`src/rtl/fifo_pkg.sv`:
```
// Shared FIFO constants: default data width and burst length used by the
// FIFO write side, the read controller and its output buffer.
package fifo_pkg;

  localparam int FIFO_WIDTH_DEF = 8;
  localparam int BURST_LEN_DEF  = 4;

  // Occupancy that the read side may reach once all outstanding reads land.
  localparam int OBUF_DEPTH = 2;

endpackage : fifo_pkg

```
`src/rtl/fifo_rd_obuf.sv`:
```
// Two-entry in-order output buffer for the FIFO read controller.
// Entry 0 is always the head, so the downstream data comes straight from a
// register; a pop shifts entry 1 forward. A simultaneous push and pop keeps
// the occupancy unchanged and preserves order.
module fifo_rd_obuf
  import fifo_pkg::*;
#(
  parameter int FIFO_WIDTH = FIFO_WIDTH_DEF
) (
  input  logic                  clk,
  input  logic                  rst_n,
  input  logic                  push,
  input  logic [FIFO_WIDTH-1:0] push_data,
  input  logic                  pop,
  output logic [1:0]            count,
  output logic                  head_valid,
  output logic [FIFO_WIDTH-1:0] head_data
);

  logic [FIFO_WIDTH-1:0] e0_r, e1_r;
  logic [FIFO_WIDTH-1:0] e0_nxt_s, e1_nxt_s;
  logic [1:0]            count_r, count_nxt_s;

  // Next-state of the buffer entries and occupancy for push/pop combinations.
  always_comb begin
    e0_nxt_s    = e0_r;
    e1_nxt_s    = e1_r;
    count_nxt_s = count_r;
    case ({push, pop})
      2'b10: begin
        count_nxt_s = count_r + 2'd1;
        if (count_r == 2'd0) begin
          e0_nxt_s = push_data;
        end else begin
          e1_nxt_s = push_data;
        end
      end
      2'b01: begin
        count_nxt_s = count_r - 2'd1;
        if (count_r == 2'd2) begin
          e0_nxt_s = e1_r;
        end else begin
          e0_nxt_s = e0_r;
        end
      end
      2'b11: begin
        count_nxt_s = count_r;
        if (count_r == 2'd2) begin
          e0_nxt_s = e1_r;
          e1_nxt_s = push_data;
        end else begin
          e0_nxt_s = push_data;
        end
      end
      default: begin
        count_nxt_s = count_r;
      end
    endcase
  end

  // Buffer storage and occupancy register; reset empties the buffer.
  always_ff @(posedge clk or negedge rst_n) begin
    if (!rst_n) begin
      e0_r    <= {FIFO_WIDTH{1'b0}};
      e1_r    <= {FIFO_WIDTH{1'b0}};
      count_r <= 2'd0;
    end else begin
      e0_r    <= e0_nxt_s;
      e1_r    <= e1_nxt_s;
      count_r <= count_nxt_s;
    end
  end

  assign count      = count_r;
  assign head_valid = (count_r != 2'd0);
  assign head_data  = e0_r;

endmodule : fifo_rd_obuf

```
`src/rtl/fifo_read_ctrl.sv`:
```
// FIFO read controller: issues FIFO reads so that buffered plus in-flight
// data never exceeds two entries, streams the data downstream with
// valid/ready, and tags the last beat of every BURST_LEN-beat burst.
module fifo_read_ctrl
  import fifo_pkg::*;
#(
  parameter int FIFO_WIDTH = FIFO_WIDTH_DEF,
  parameter int BURST_LEN  = BURST_LEN_DEF
) (
  input  logic                         clk,
  input  logic                         rst_n,
  input  logic                         en,
  input  logic                         fifo_empty,
  output logic                         fifo_r_en,
  input  logic [FIFO_WIDTH-1:0]        fifo_rdata,
  output logic                         m_valid,
  input  logic                         m_ready,
  output logic [FIFO_WIDTH-1:0]        m_data,
  output logic                         m_last,
  output logic [$clog2(BURST_LEN)-1:0] beat_cnt,
  output logic                         idle
);

  localparam int CW = $clog2(BURST_LEN);
  localparam logic [CW-1:0] LAST_BEAT = CW'(BURST_LEN - 1);

  logic [1:0]            count_s;
  logic                  head_valid_s;
  logic [FIFO_WIDTH-1:0] head_data_s;
  logic                  pop_s;
  logic                  rd_s;
  logic [2:0]            occ_s;
  logic                  inflight_r;
  logic                  started_r;
  logic [CW-1:0]         beat_r;

  fifo_rd_obuf #(
    .FIFO_WIDTH (FIFO_WIDTH)
  ) u_obuf (
    .clk        (clk),
    .rst_n      (rst_n),
    .push       (inflight_r),
    .push_data  (fifo_rdata),
    .pop        (pop_s),
    .count      (count_s),
    .head_valid (head_valid_s),
    .head_data  (head_data_s)
  );

  // Read issue: only request while space remains after this cycle's pop,
  // and never in the first cycle after reset release.
  always_comb begin
    pop_s = head_valid_s & m_ready;
    occ_s = {1'b0, count_s} + {2'b00, inflight_r} - {2'b00, pop_s};
    if (started_r && en && !fifo_empty && (occ_s < 3'(OBUF_DEPTH))) begin
      rd_s = 1'b1;
    end else begin
      rd_s = 1'b0;
    end
  end

  // In-flight read flag, post-reset start flag and wrapping beat counter.
  always_ff @(posedge clk or negedge rst_n) begin
    if (!rst_n) begin
      inflight_r <= 1'b0;
      started_r  <= 1'b0;
      beat_r     <= {CW{1'b0}};
    end else begin
      inflight_r <= rd_s;
      started_r  <= 1'b1;
      if (pop_s) begin
        if (beat_r == LAST_BEAT) begin
          beat_r <= {CW{1'b0}};
        end else begin
          beat_r <= beat_r + CW'(1);
        end
      end else begin
        beat_r <= beat_r;
      end
    end
  end

  assign fifo_r_en = rd_s;
  assign m_valid   = head_valid_s;
  assign m_data    = head_data_s;
  assign m_last    = head_valid_s & (beat_r == LAST_BEAT);
  assign beat_cnt  = beat_r;
  assign idle      = ~head_valid_s & ~inflight_r & ~en;

endmodule : fifo_read_ctrl

```
`config.mk`:
```
export PLATFORM = sky130hd
export DESIGN_NAME = fifo_read_ctrl
export DESIGN_NICKNAME = d
export VERILOG_FILES = /design/src/rtl/fifo_pkg.sv /design/src/rtl/fifo_rd_obuf.sv /design/src/rtl/fifo_read_ctrl.sv
export SDC_FILE = /design/constraint.sdc
export NUM_CORES = 1
export LEC_CHECK = 0
export ABC_AREA = 1
export CORE_MARGIN = 5
export CORE_UTILIZATION = 51
export DETAILED_ROUTE_END_ITERATION = 8
export GPL_TIMING_DRIVEN = 0
export PLACE_DENSITY = 0.85
export REMOVE_ABC_BUFFERS = 1
export SYNTH_ARGS = -nofsm -noshare
export SYNTH_HDL_FRONTEND = slang
export SYNTH_SLANG_ARGS = --single-unit
export TNS_END_PERCENT = 50
```
`constraint.sdc`:
```
create_clock -name clk -period 8.4 [get_ports clk]
set_input_delay 2.52 -clock clk [delete_from_list [all_inputs] [get_ports clk]]
set_output_delay 2.52 -clock clk [all_outputs]
set_load 0.05 [all_outputs]
```
==> results.md <==
* Status: complete, no violations
* Slew margin rel. at 34.9%
* EDFF count, synth at 0
* Buf/Inv on CP at 5
* Root buffer cell: clkbuf_4
* Ys async rst share at 100%
* Post-Syn Area at 1110 sq um
* Hold Slack at 506 ps
* Die area at 3200 sq um
* VDD IR max at 0.228 mV
* YS warnings at 0
* Tmin final at 7860 ps
* Critical Path Fanout Max at 5
* Placed insts at 190
* Vias per cell at 4.89
* Final worst-path cycle share at 93.6%
* Register area share after synthesis at 49.8%
* Hold Buf Count CTS at 0
* Total power at 0.546 mW
* Cell with the largest stage delay on the worst path: clkdlybuf4s50_1
* Comb power frac at 56.0%
* Least-Margin Pin Slew at 973 ps
* Worst r2r src: u_obuf.count[1]
* Number of max-cap violations at 0
* Flop pwr share at 33.3%
* Worst endpoint required time at 5880 ps
* CP peak stage delay at 880 ps
* H-tree depth at 1
* First-pass iteration count of the detailed router at 5
* GR Overflow Total at 0
* Static leakage at 0.734 nW
* Clock skew at 8.59 ps
* Vert. Die Dim at 56.6 um
* Part of the power in the clock network at 10.7%
* Post-synthesis instance total at 139
* HP Class: register to register
* Total wire length at 2350 um
* Largest net degree at the start of global routing at 23
* Post-CTS Setup Bufs at 0
* Max Fclk at 0.127 GHz
* Max-slew violations at 0
* RSZ-0062 raised after global routing: no
* Port bufs at 26
* Post-synth top area share at 49.8%
* Overall Global Routing Usage at 15.9%
* Initial antenna violation count at 0
* Fillers at 161
* Yosys cell types at 23
* Crit path DAT at 5340 ps
* Crit. End Element: output pin
* Crit path top cell by count: inv_1
* Startpoint types: primary input
* Vias in the first global route at 963
* Cell Chain, Critical Path: clkdlybuf4s50_1 -> inv_1 -> nor2_1 -> inv_1 -> nand2_1 -> nand2_1 -> fa_1 -> inv_1 -> nor4_1 -> clkdlybuf4s50_1
* Cell with the most instances after synthesis: nand2_1
* Number of diodes at 0
* First-pass GRT wire length at 4040 um
* Yosys reg bits at 22
* Gpl congestion at 0.848
* CTS tree: yes
* Row cnt at 16
* Fin area at 1410 sq um
* DR WL/cell at 12.1 um
* DRC Markers at 0
* Placed instance area at 1380 sq um
* Prevailing post-synth register cell: dfrtp_1
* Area Overhead vs Synth at 27.8%
* Detailed placement HPWL at 1820 um
* Layout cells sized above 1 at 7.19%
* Post-cts resize count at 0
* Final hold violations at 0
* Clock sinks at 22
* Min-delay src: u_obuf.e1_r[3]
* Initial core utilization at 54.7%
* Core ar. at 2020 sq um
* TritonCTS Buffers at 3
* Critical Path Source: m_ready
* Sw Share at 49.0%
* Fin cells at 194
* Vias after detailed routing at 948
* PwrDens at 386 nW/um^2
* Cell internal pwr at 0.278 mW
* Synth top area cells: dfrtp_1 (50%), nand2_1 (17%), o21ai_1 (5.9%)
* Top cells by count, synth: nand2_1 (49), dfrtp_1 (22), inv_1 (15)
* NetSw at 0.267 mW
* Setup tns final at 0 ps
* Clock Tree Buf Depth at 2
* Die span in x at 56.6 um
* Antenna Nets Post-Route at 0
* Final #Nets at 183
* IO Count at 27
* Kind of critical path: primary input to output pin
* Drt initial violations at 9
* Syn Area/Cell at 7.96 sq um
* CP delay by family, top: buffers and inverters
* Largest area contributor in the netlist: dfrtp_1
* Final setup viols at 0
* CTS clk-pin slew, worst paths at 130 ps
* Worst skew pair latency at 310 ps
-- worst register-to-register path: cells and delay by family, from the launching register on --
family	cells	cell delay (ps)
simple gates	5	890
fa+ha+maj	1	490
flops	1	500
buf+inv	2	140
-- cell families (layout without fill, tap and decap cells) --
| kind of cell | Yosys count | after routing | synth area share [%] |
|---|---|---|---|
| xor+xnor | 1 | 1 | 0.792 |
| flops | 22 | 22 | 49.8 |
| fa+ha+maj | 2 | 2 | 2.94 |
| other cells | 1 | 1 | 0.339 |
| compound gates | 20 | 20 | 9.28 |
| buf+inv | 19 | 47 | 8.26 |
| simple gates | 74 | 74 | 28.6 |
-- cell usage in the layout, fill, tap and decap left out, types with 3 or more instances in the layout --
cell type and instances:
o21ai_0 4, inv_1 15, dfrtp_1 22, o21ai_1 13, clkbuf_4 3, nand2_1 49, clkdlybuf4s50_1 26, nor2_1 14
-- power groups by stage --
stage	Clock, mW	Sequential, mW	Combinational (mW)
2_1_floorplan	0	0.258	0.134
3_3_place_gp	0	0.181	0.299
3_5_place_dp	0	0.184	0.307
4_1_cts	0.0595	0.182	0.308
5_1_grt	0.0642	0.188	0.333
6_report	0.0582	0.182	0.306
-- cell type report --
type	count	area, sq um	share of cell area (%)
tap	27	33.8	2.39
inverter	17	68.8	4.87
multi-input combinational	98	464	32.8
timing repair buffer	26	260	18.4
sequential	22	551	38.9
clock buffer	4	36.3	2.57
-- per-stage QoR --
step	util [%]	setup slack (ps)
floorplan	-	797
detailed placement	68.1	548
CTS	69.9	534
global placement	68.1	634
finish	69.9	542
global route	69.9	385
-- metal layers --
| metal | GRT usage [%] | part of all wire [%] |
|---|---|---|
| met1 | 17.9 | 42 |
| met4 | 5.08 | 0.85 |
| met3 | 3.21 | 3.2 |
| met5 | 0 | 0 |
| met2 | 29.5 | 53 |
-- registers in the layout, summed over array words and instances, names as in the netlist --
register / flops
inflight_r: 1
u_obuf.count: 2
u_obuf.e1_r: 8
started_r: 1
u_obuf.head_data: 8
beat_cnt: 2
-- final timing paths --
check / end / slack [ps] / cells past startpoint
min in group asynchronous: u_obuf.head_data[1] / 2740 / 1
worst max-delay path: fifo_r_en / 540 / 10
max in group asynchronous: u_obuf.count[0] / 5070 / 1
worst max register to register: inflight_r / 6250 / 8
worst min register to register: u_obuf.e1_r[3] / 510 / 2
worst min-delay path: u_obuf.e1_r[3] / 510 / 2
Power figures use the tool's default switching activity.
